===== src/rtl/bcp_sched_pkg.sv =====
// Shared SAT types: signed literal, clause length and the BCP scheduler state set.
// Literal 0 is reserved as "no literal" and is never queued.
package bcp_sched_pkg;

    localparam int LIT_W      = 16;
    localparam int CLA_LENGTH = 8;

    typedef logic signed [LIT_W-1:0] lit_t;

    typedef enum logic [2:0] {
        IDLE,
        PUSH_DEC,
        BCAST,
        WAIT,
        CONFL
    } bcp_sched_state_t;

    function automatic logic lit_is_zero(input lit_t l);
        return (l == '0);
    endfunction

endpackage


===== src/rtl/bcp_sched_if.sv =====
// Scheduler <-> PE array / unit-clause queue / host bundle.
// master = scheduler side, slave = environment side.
interface bcp_sched_if
    import bcp_sched_pkg::*;
#(
    parameter int NUM_PE = 4,
    parameter int STAT_W = 16
);
    logic                    start;
    lit_t                    dec_lit;
    logic                    clear;
    logic [NUM_PE-1:0]       pe_imply;
    lit_t [NUM_PE-1:0]       pe_imply_idx;
    logic [NUM_PE-1:0]       pe_conflict;
    logic [NUM_PE-1:0]       pe_busy;
    logic [NUM_PE-1:0]       pe_grant;
    logic                    bcast_valid;
    lit_t                    bcast_lit;
    logic                    ucq_push;
    lit_t                    ucq_wdata;
    logic                    ucq_full;
    logic                    ucq_pop;
    lit_t                    ucq_rdata;
    logic                    ucq_empty;
    logic                    busy;
    logic                    done;
    logic                    conflict;
    logic [STAT_W-1:0]       stat_rounds;
    logic [STAT_W-1:0]       stat_imps;

    modport master (
        input  start, dec_lit, clear, pe_imply, pe_imply_idx, pe_conflict, pe_busy,
               ucq_full, ucq_rdata, ucq_empty,
        output pe_grant, bcast_valid, bcast_lit, ucq_push, ucq_wdata, ucq_pop,
               busy, done, conflict, stat_rounds, stat_imps
    );

    modport slave (
        output start, dec_lit, clear, pe_imply, pe_imply_idx, pe_conflict, pe_busy,
               ucq_full, ucq_rdata, ucq_empty,
        input  pe_grant, bcast_valid, bcast_lit, ucq_push, ucq_wdata, ucq_pop,
               busy, done, conflict, stat_rounds, stat_imps
    );

endinterface


===== src/rtl/bcp_sched_rr_arbiter.sv =====
// Round-robin arbiter: combinational one-hot grant among N requests when enabled;
// priority pointer moves to the slot after the winner only on a grant.
module rr_arbiter #(
    parameter  int N  = 4,
    localparam int PW = $clog2(N)
) (
    input  logic          clk,
    input  logic          rst_n,
    input  logic [N-1:0]  req_i,
    input  logic          en_i,
    output logic [N-1:0]  gnt_o,
    output logic [PW-1:0] idx_o,
    output logic          vld_o
);
    localparam logic [PW:0] N_V = (PW+1)'(N);

    logic [PW-1:0] ptr_q, ptr_d;
    logic [2*N-1:0] req_dbl;
    logic [N-1:0]   rot;
    logic [PW-1:0]  off;
    logic           hit;
    logic [PW:0]    sum;

    // Rotate so bit 0 is the highest-priority slot.
    assign req_dbl = {req_i, req_i};
    assign rot     = N'(req_dbl >> ptr_q);

    always_comb begin
        off = '0;
        hit = 1'b0;
        for (int k = N-1; k >= 0; k--) begin
            if (rot[k]) begin
                off = PW'(k);
                hit = 1'b1;
            end
        end
        sum = {1'b0, ptr_q} + {1'b0, off};
        if (sum >= N_V) begin
            sum = sum - N_V;
        end
    end

    assign vld_o = en_i & hit;
    assign idx_o = sum[PW-1:0];
    assign ptr_d = (sum == N_V - (PW+1)'(1)) ? '0 : sum[PW-1:0] + PW'(1);

    always_comb begin
        gnt_o = '0;
        if (vld_o) begin
            gnt_o[idx_o] = 1'b1;
        end
    end

    always_ff @(posedge clk) begin
        if (!rst_n) begin
            ptr_q <= '0;
        end else if (vld_o) begin
            ptr_q <= ptr_d;
        end
    end

endmodule


===== src/rtl/bcp_sched.sv =====
// BCP scheduler: pushes a decision, broadcasts queued unit literals, collects PE implications.
// Grant-to-push is zero-cycle; ucq_full stalls pushes/grants. Stats behind BCP_SCHED_STATS_EN.
module bcp_sched
    import bcp_sched_pkg::*;
#(
    parameter int NUM_PE = 4,
    parameter int STAT_W = 16
) (
    input  logic         clk,
    input  logic         rst_n,
    bcp_sched_if.master  bus
);
    localparam int PW = $clog2(NUM_PE);

    bcp_sched_state_t state_q, state_d;
    lit_t             dec_q, dec_d;

    logic [NUM_PE-1:0] grant;
    logic [PW-1:0]     gnt_idx;
    logic              gnt_vld;
    logic              arb_en;
    logic              any_confl;
    logic              settled;
    lit_t              gnt_lit;
    logic              imp_push;

    assign any_confl = |bus.pe_conflict;
    assign settled   = (bus.pe_busy == '0) && (bus.pe_imply == '0);
    // Conflict beats any grant raised in the same cycle.
    assign arb_en    = (state_q == WAIT) && !any_confl && !bus.ucq_full;
    assign gnt_lit   = bus.pe_imply_idx[gnt_idx];

    rr_arbiter #(.N(NUM_PE)) u_arb (
        .clk   (clk),
        .rst_n (rst_n),
        .req_i (bus.pe_imply),
        .en_i  (arb_en),
        .gnt_o (grant),
        .idx_o (gnt_idx),
        .vld_o (gnt_vld)
    );

    always_comb begin
        state_d         = state_q;
        dec_d           = dec_q;
        bus.ucq_push    = 1'b0;
        bus.ucq_wdata   = '0;
        bus.ucq_pop     = 1'b0;
        bus.bcast_valid = 1'b0;
        bus.bcast_lit   = '0;
        bus.done        = 1'b0;
        imp_push        = 1'b0;
        unique case (state_q)
            IDLE: begin
                if (bus.start) begin
                    dec_d   = bus.dec_lit;
                    state_d = PUSH_DEC;
                end
            end
            PUSH_DEC: begin
                if (!bus.ucq_full) begin
                    bus.ucq_push  = !lit_is_zero(dec_q);
                    bus.ucq_wdata = lit_is_zero(dec_q) ? '0 : dec_q;
                    state_d       = BCAST;
                end
            end
            BCAST: begin
                if (any_confl) begin
                    state_d = CONFL;
                end else if (!bus.ucq_empty) begin
                    bus.ucq_pop     = 1'b1;
                    bus.bcast_valid = 1'b1;
                    bus.bcast_lit   = bus.ucq_rdata;
                    state_d         = WAIT;
                end
            end
            WAIT: begin
                if (any_confl) begin
                    state_d = CONFL;
                end else begin
                    // A zero literal is still granted so the PE retires it.
                    if (gnt_vld && !lit_is_zero(gnt_lit)) begin
                        bus.ucq_push  = 1'b1;
                        bus.ucq_wdata = gnt_lit;
                        imp_push      = 1'b1;
                    end
                    if (settled) begin
                        if (!bus.ucq_empty) begin
                            state_d = BCAST;
                        end else begin
                            bus.done = 1'b1;
                            state_d  = IDLE;
                        end
                    end
                end
            end
            CONFL: begin
                if (bus.clear) begin
                    state_d = IDLE;
                end
            end
            default: state_d = IDLE;
        endcase
    end

    always_ff @(posedge clk) begin
        if (!rst_n) begin
            state_q <= IDLE;
            dec_q   <= '0;
        end else begin
            state_q <= state_d;
            dec_q   <= dec_d;
        end
    end

    assign bus.pe_grant = grant;
    assign bus.busy     = (state_q != IDLE);
    assign bus.conflict = (state_q == CONFL);

`ifdef BCP_SCHED_STATS_EN
    logic [STAT_W-1:0] rounds_q, imps_q;

    always_ff @(posedge clk) begin
        if (!rst_n) begin
            rounds_q <= '0;
            imps_q   <= '0;
        end else begin
            if (bus.bcast_valid && (rounds_q != '1)) begin
                rounds_q <= rounds_q + STAT_W'(1);
            end
            if (imp_push && (imps_q != '1)) begin
                imps_q <= imps_q + STAT_W'(1);
            end
        end
    end

    assign bus.stat_rounds = rounds_q;
    assign bus.stat_imps   = imps_q;
`else
    assign bus.stat_rounds = {STAT_W{1'b0}};
    assign bus.stat_imps   = {STAT_W{1'b0}};
`endif

endmodule


===== src/flat_wrapper.sv =====
// flat-port wrapper written by rule: the top's interface ports become plain ports
module bcp_sched_flat import bcp_sched_pkg::*;
#(
    parameter int NUM_PE = 4,
    parameter int STAT_W = 16
)
  (clk, rst_n, bus_start, bus_dec_lit, bus_clear, bus_pe_imply, bus_pe_imply_idx, bus_pe_conflict, bus_pe_busy, bus_ucq_full, bus_ucq_rdata, bus_ucq_empty, bus_pe_grant, bus_bcast_valid, bus_bcast_lit, bus_ucq_push, bus_ucq_wdata, bus_ucq_pop, bus_busy, bus_done, bus_conflict, bus_stat_rounds, bus_stat_imps);
  bcp_sched_if #(.NUM_PE(NUM_PE), .STAT_W(STAT_W)) bus_i ();
  input  logic clk;
  input  logic rst_n;
  input wire logic [$bits(bus_i.start)-1:0] bus_start;
  input wire logic [$bits(bus_i.dec_lit)-1:0] bus_dec_lit;
  input wire logic [$bits(bus_i.clear)-1:0] bus_clear;
  input wire logic [$bits(bus_i.pe_imply)-1:0] bus_pe_imply;
  input wire logic [$bits(bus_i.pe_imply_idx)-1:0] bus_pe_imply_idx;
  input wire logic [$bits(bus_i.pe_conflict)-1:0] bus_pe_conflict;
  input wire logic [$bits(bus_i.pe_busy)-1:0] bus_pe_busy;
  input wire logic [$bits(bus_i.ucq_full)-1:0] bus_ucq_full;
  input wire logic [$bits(bus_i.ucq_rdata)-1:0] bus_ucq_rdata;
  input wire logic [$bits(bus_i.ucq_empty)-1:0] bus_ucq_empty;
  output wire logic [$bits(bus_i.pe_grant)-1:0] bus_pe_grant;
  output wire logic [$bits(bus_i.bcast_valid)-1:0] bus_bcast_valid;
  output wire logic [$bits(bus_i.bcast_lit)-1:0] bus_bcast_lit;
  output wire logic [$bits(bus_i.ucq_push)-1:0] bus_ucq_push;
  output wire logic [$bits(bus_i.ucq_wdata)-1:0] bus_ucq_wdata;
  output wire logic [$bits(bus_i.ucq_pop)-1:0] bus_ucq_pop;
  output wire logic [$bits(bus_i.busy)-1:0] bus_busy;
  output wire logic [$bits(bus_i.done)-1:0] bus_done;
  output wire logic [$bits(bus_i.conflict)-1:0] bus_conflict;
  output wire logic [$bits(bus_i.stat_rounds)-1:0] bus_stat_rounds;
  output wire logic [$bits(bus_i.stat_imps)-1:0] bus_stat_imps;
  assign bus_i.start = bus_start;
  assign bus_i.dec_lit = bus_dec_lit;
  assign bus_i.clear = bus_clear;
  assign bus_i.pe_imply = bus_pe_imply;
  assign bus_i.pe_imply_idx = bus_pe_imply_idx;
  assign bus_i.pe_conflict = bus_pe_conflict;
  assign bus_i.pe_busy = bus_pe_busy;
  assign bus_i.ucq_full = bus_ucq_full;
  assign bus_i.ucq_rdata = bus_ucq_rdata;
  assign bus_i.ucq_empty = bus_ucq_empty;
  assign bus_pe_grant = bus_i.pe_grant;
  assign bus_bcast_valid = bus_i.bcast_valid;
  assign bus_bcast_lit = bus_i.bcast_lit;
  assign bus_ucq_push = bus_i.ucq_push;
  assign bus_ucq_wdata = bus_i.ucq_wdata;
  assign bus_ucq_pop = bus_i.ucq_pop;
  assign bus_busy = bus_i.busy;
  assign bus_done = bus_i.done;
  assign bus_conflict = bus_i.conflict;
  assign bus_stat_rounds = bus_i.stat_rounds;
  assign bus_stat_imps = bus_i.stat_imps;
  bcp_sched #(.NUM_PE(NUM_PE), .STAT_W(STAT_W)) u_core (.clk(clk), .rst_n(rst_n), .bus(bus_i));
endmodule

===== config.mk =====
export PLATFORM = sky130hd
export DESIGN_NAME = bcp_sched_flat
export DESIGN_NICKNAME = d
export VERILOG_FILES = /design/src/rtl/bcp_sched_pkg.sv /design/src/rtl/bcp_sched_if.sv /design/src/rtl/bcp_sched_rr_arbiter.sv /design/src/rtl/bcp_sched.sv /design/src/flat_wrapper.sv
export SDC_FILE = /design/constraint.sdc
export NUM_CORES = 1
export LEC_CHECK = 0
export CORE_MARGIN = 3
export CORE_UTILIZATION = 37
export CTS_CLUSTER_DIAMETER = 200
export DETAILED_ROUTE_END_ITERATION = 8
export GPL_TIMING_DRIVEN = 0
export PLACE_DENSITY = 0.85
export SETUP_SLACK_MARGIN = 0.1
export SYNTH_ARGS = -nofsm -noshare
export SYNTH_HDL_FRONTEND = slang
export SYNTH_SLANG_ARGS = --single-unit

===== constraint.sdc =====
create_clock -name clk -period 13.2 [get_ports clk]
set_input_delay 3.96 -clock clk [delete_from_list [all_inputs] [get_ports clk]]
set_output_delay 3.96 -clock clk [all_outputs]
set_load 0.03 [all_outputs]

== Word-level counts from Yosys, hierarchy flattened ==
Index checks and enable logic that the tools add are counted.

* Register bits: 21
* Input bits: 114
* Output and inout port bits: 74
* Word-level logic and storage cells: 82

* Add/sub/neg operators: 3
* Multiplexer cells: 43
* Reductions and logical operators: 18
* Magnitude comparators: 3
* Eq/ne operators: 10
* Bitwise gates (word level): 1
* Shifts and indexed selects: 1

{| class="wikitable"
|+ Operators with widths
! cell !! number
|-
| $mux 16 || 8
|-
| $bmux 16 s2 || 1
|-
| $logic_not 16->1 || 2
|-
| $pmux 16 s2 || 1
|-
| $mux 3 || 8
|-
| $mux 1 || 15
|-
| $pmux 3 s5 || 1
|-
| $mux 2 || 6
|-
| $eq 3x2->1 const B || 3
|-
| $logic_not 4->1 || 2
|-
| $shr 8x2->4 || 1
|-
| $ne 2x2->1 const B || 3
|-
| $logic_and 1x1->1 || 5
|-
| $reduce_and 5->1 || 1
|-
| $logic_not 1->1 || 4
|-
| $mux 4 || 1
|-
| $reduce_or 4->1 || 1
|-
| $add 2x2->3 || 1
|-
| $eq 3x1->1 const B || 1
|-
| $eq 3x3->1 const B || 1
|-
| $ge 3x3->1 const B || 1
|-
| $logic_not 3->1 || 1
|-
| $lt 2x3->1 const B || 1
|-
| $ne 3x1->1 const B || 1
|-
| 9 further kinds || 9
|}

== Logic depth before layout (Yosys ltp) ==
* Depth in word-level cells: 16
* Gate-level depth with buffers: 13
* Depth with buffers taken out: 11

== Hierarchy ==
A second synthesis with hierarchy kept.

* Cells, all modules: 260
* Area, all modules: 2,284.7 um^2

{| class="wikitable"
|+ By module, submodules not included
! module !! seq. area each (um^2) !! area each (um^2) !! cells each !! instances
|-
| bcp_sched || 380.4 || 1,938.1 || 212 || 1
|-
| rr_arbiter || 40.0 || 346.6 || 48 || 1
|}

== Least setup slack after synthesis ==
Ideal clock, no wire load.

* Path type: input-to-output
* Start: in bus_pe_imply[2]
* End: out bus_ucq_wdata[10]
* Data arrival time: 6.724 ns
* Cell stages on the path: 8
* Data required time: 9.240 ns
* Path buffers: 3
* Path slack: 2.516 ns
* Cells stage by stage: buf_4 or4_2 o211ai_1 ha_1 clkbuf_1 clkbuf_1 mux4_1 a22o_1

* Word-level cells in the longest chain between the ends: 16
* Elaborated cells on any way between the ends: 22
* Classes of those cells: add/sub (2); order compare (1); shift (1); mux (14); bitwise (1); reduce/logical (3)

{| class="wikitable"
|+ Ends and longest elaborated chain
! element !! line !! source
|-
| from (decl) || flat_wrapper.sv:14 || <nowiki>input wire logic [$bits(bus_i.pe_imply)-1:0] bus_pe_imply;</nowiki>
|-
| $shr 8x2->4 (*) || bcp_sched_rr_arbiter.sv:26 || <nowiki>assign rot = N'(req_dbl >> ptr_q);</nowiki>
|-
| $mux 2 (4 in series) || bcp_sched_rr_arbiter.sv:32 || <nowiki>if (rot[k]) begin</nowiki>
|-
| $add 2x2->3 || bcp_sched_rr_arbiter.sv:37 || <nowiki>sum = {1'b0, ptr_q} + {1'b0, off};</nowiki>
|-
| $sub 3x3->3 / $ge 3x3->1 (equally long branches) || bcp_sched_rr_arbiter.sv:39, bcp_sched_rr_arbiter.sv:38 ||
|-
| $mux 3 || bcp_sched_rr_arbiter.sv:38 || <nowiki>if (sum >= N_V) begin</nowiki>
|-
| $bmux 16 s2 || bcp_sched.sv:31 || <nowiki>assign gnt_lit = bus.pe_imply_idx[gnt_idx];</nowiki>
|-
| $mux 16 (not written as such) || bcp_sched.sv:31 ||
|-
| $logic_not 16->1 || bcp_sched_pkg.sv:19 || <nowiki>return (l == '0);</nowiki>
|-
| $logic_not 1->1 || bcp_sched.sv:82 || <nowiki>if (gnt_vld && !lit_is_zero(gnt_lit)) begin</nowiki>
|-
| $logic_and 1x1->1 || bcp_sched.sv:82 ||
|-
| $mux 16 (*) || bcp_sched.sv:82 ||
|-
| $mux 16 (*) || bcp_sched.sv:78 || <nowiki>if (any_confl) begin</nowiki>
|-
| $pmux 16 s2 (*) || bcp_sched.sv:53 || <nowiki>unique case (state_q)</nowiki>
|-
| to (decl) || flat_wrapper.sv:25 || <nowiki>output wire logic [$bits(bus_i.ucq_wdata)-1:0] bus_ucq_wdata;</nowiki>
|}

Mark *: on every way between the ends. The rest lies on a longest branch, timed or not. The select of a mux whose other input is x is not followed.

== Worst setup path in the final report ==
* Start: in bus_pe_imply[1]
* End: out bus_ucq_wdata[6]

Same word-level chain as after synthesis.

==> qor.json <==
{
  "yosys": {
    "dominantRegCellSynth": "dfxtp_1",
    "yosysMostFrequentCell": "nand2_1",
    "syn-mean-instance-area_um2": 8.88,
    "synthDistinctLibCells": 45,
    "ys_seq_elements": 21,
    "async_flop_share_pct": 0,
    "syn-cell-area_mm2": 0.00242,
    "yosysTopAreaCellShare_pct": 17.3,
    "synth_seq_area_share_pct": 17.3,
    "synthTopCellsByArea": "dfxtp_1 17%, mux4_1 17%, buf_4 11%",
    "synthesis.instances": 273,
    "ys.warnings.count": 0,
    "synth_commonest_cells": "36 x nand2_1, 34 x buf_4, 22 x and2_1",
    "synth_edf_count": 0,
    "post-synth-top-area-cell": "dfxtp_1"
  },
  "global_routing": {
    "first_global_vias": 2719,
    "global_route.overflow_total": 0,
    "pin_count_of_the_biggest_net_entering_global_routing": 13,
    "grt_util_all_layers_pct": 21.6,
    "antenna_found_initial": 0,
    "grt_pass1_wl_um": 13200
  },
  "detailed_routing": {
    "drtPass1Iterations": 4,
    "routed_wl_um": 8580,
    "drt_iter0_markers": 86,
    "postRouteAntennaNets": 0,
    "drcViolationCount": 0,
    "vias": 2697,
    "wl_per_cell_um": 16.0,
    "vias_per_cell": 5.03
  },
  "place": {
    "port-buffer-count": 153,
    "hpwl_reported_at_the_end_of_detailed_placement_um": 7460,
    "finalWeightedCongestion": 0.842
  },
  "clock_tree": {
    "tritoncts_clock_tree": "yes",
    "h_tree_depth": 1,
    "ctsLongestPathBuffers": 2,
    "worstSkewPairLatency_ps": 260,
    "clock_sink_count": 21,
    "clock_input_transition_at_the_sequential_cells_of_the_worst_setup_and_hold_paths_ps": 80,
    "post-cts-setup-buffer-count": 0,
    "ctsResizeCount": 0,
    "cts_hold_repair_buffers": 0,
    "cts.root.buffer_cell": "clkbuf_8",
    "tritoncts.num_buffers": 3
  },
  "worst_setup_path": {
    "worst_setup_path_end_kind": "output port",
    "startpoint": "bus_pe_imply[1]",
    "flop_to_flop_setup_slack_ps": 10330,
    "reg2reg_from": "u_core.u_arb.ptr_q[0]",
    "timing.critical_path.cells": "clkdlybuf4s50_1 > nor2_1 > or4_2 > o211ai_1 > ha_1 > clkbuf_1 > clkbuf_1 > mux4_1 > a22o_1 > clkdlybuf4s50_1",
    "cp_top_family": "buffers and inverters",
    "cp_num_buf_inv": 4,
    "r2r_cells": 8,
    "crit_path_max_fanout": 10,
    "r2r_end": "u_core.u_arb.ptr_q[0]",
    "cp_slowest_cell": "mux4_1",
    "worst-setup-path-type": "in -> out",
    "critPathRequiredTime_ps": 9240,
    "timing.critical_path.depth": 10,
    "crit_path_start_kind": "primary input",
    "crit_end": "bus_ucq_wdata[6]",
    "critPathMaxStageDelay_ps": 690,
    "arrival_ps": 8060
  },
  "worst_hold_path": {
    "timing.hold.worst.start": "u_core.dec_q[10]",
    "min_path_type": "reg -> reg"
  },
  "finish": {
    "drive_above_1_share_pct": 12.8,
    "layout.nets": 581,
    "areaGrowthSynthToFinish_pct": 73.7,
    "num_antenna_cells": 0
  },
  "sta": {
    "grt_setup_unrepaired": "false",
    "timing.hold.ws_ps": 498,
    "final.period_utilization_pct": 91.0,
    "final.min_clock_period_ps": 12020,
    "fmaxAchievable_ghz": 0.0832,
    "timing.setup.tns_ps": 0,
    "fin_skew_ps": 5.35,
    "maxSlewHeadroom_pct": 48.8,
    "worstMarginPinSlew_ps": 761,
    "maxSlewViolCount": 0,
    "timing.final.hold_violations": 0,
    "setup-violations-final": 0
  },
  "die": {
    "ios": 188,
    "floorplan.die.height_um": 87.0,
    "floorplan.rows": 28,
    "coreArea_mm2": 0.00613,
    "floorplan.die_area_mm2": 0.00756,
    "initial_utilization_pct": 39.6,
    "die_width_um": 87.0
  },
  "pwr": {
    "ir_worst_vdd_uv": 102,
    "power.leakage_nw": 1.68,
    "cellPowerDensity_mw_per_mm2": 75.6
  },
  "flow_run": {
    "reported_max_cap_violation_count": 0
  },
  "status": {
    "status": "finished, final reports clean"
  }
}
## worst min-delay path, stage by stage (launching register included)
cell and delay [ps]:
dfxtp_1 330, nand2_1 50, a21boi_0 70
## worst min-delay path by stage
stage          cells after the start  slack (ps)          endpoint
6_report                           2         500  u_core.dec_q[10]
5_1_grt                            2         520  u_core.dec_q[14]
4_1_cts                            2         500  u_core.dec_q[14]
3_5_place_dp                       2         480  u_core.dec_q[10]
3_3_place_gp                       2         470  u_core.dec_q[12]
2_1_floorplan                      2         460   u_core.dec_q[7]
## kinds of logic after synthesis
kind of cell | Yosys count | synth area share (%)
AO/OA/AOI/OAI | 48 | 16.7
multiplexers | 18 | 18.7
flip-flops | 21 | 17.3
AND/OR/NAND/NOR | 124 | 28.1
other | 1 | 0.155
buffers and inverters | 54 | 15.0
adder cells (fa/ha/maj) | 5 | 2.58
XOR/XNOR | 2 | 1.50
## through the flow
step | power (mW) | utilization [%] | instance area, um^2 | instances | worst slack, ps
5_1_grt | 0.340 | 68.7 | 4210 | 536 | 1020
4_1_cts | 0.317 | 68.7 | 4210 | 536 | 1200
3_3_place_gp | 0.270 | 68.0 | 4170 | 532 | 1300
6_report | 0.318 | 68.7 | 4210 | 536 | 1180
2_1_floorplan | 0.202 | - | 2540 | 304 | 2520
3_5_place_dp | 0.276 | 68.0 | 4170 | 532 | 1190
## layer usage
metal  global-route usage, %  wire (um)  vias up
met5                       0          0        -
met4                    6.09        204        0
met3                    3.78        672       18
met2                    37.8       4350      124
met1                    27.2       3350     1222
li1                        -          -     1333
## final cells by class
| class | instances | area [um^2] |
|---|---|---|
| clock inverter | 1 | 5.00 |
| fill | 490 | 1920 |
| sequential | 21 | 420 |
| inverter | 6 | 22.5 |
| buffer | 48 | 340 |
| tap | 75 | 93.8 |
| timing repair buffer | 153 | 1530 |
| clock buffer | 3 | 41.3 |
| multi-input combinational | 229 | 1760 |
## power by group
group          internal, mW  switching, mW  leakage (nW)
logic                0.0881         0.0966          1.48
registers            0.0775         0.0142         0.172
clock network        0.0210         0.0211        0.0255
total                 0.187          0.132          1.68
## cell usage in the layout, fill, tap and decap left out, types with 2 or more instances in the layout
cell type,n
clkdlybuf4s50_1,153
nand2_1,36
buf_4,34
conb_1,32
and2_1,22
dfxtp_1,21
a21boi_0,17
nor4_1,16
mux4_1,16
nor2_1,12
clkbuf_1,10
nor3_1,10
a22o_1,10
inv_1,6
a22o_2,6
nand2b_1,5
nand4_1,5
ha_1,5
clkbuf_8,4
or4_1,4
buf_6,3
nand3_1,3
o211ai_1,3
a311oi_1,2
or2_2,2
a21oi_1,2
o21ai_0,2
## flip-flops by register name, indices dropped and copies added (netlist names)
signal,flops
u_core.u_arb.ptr_q,2
u_core.state_q,3
u_core.dec_q,16
Power figures use the tool's default switching activity.
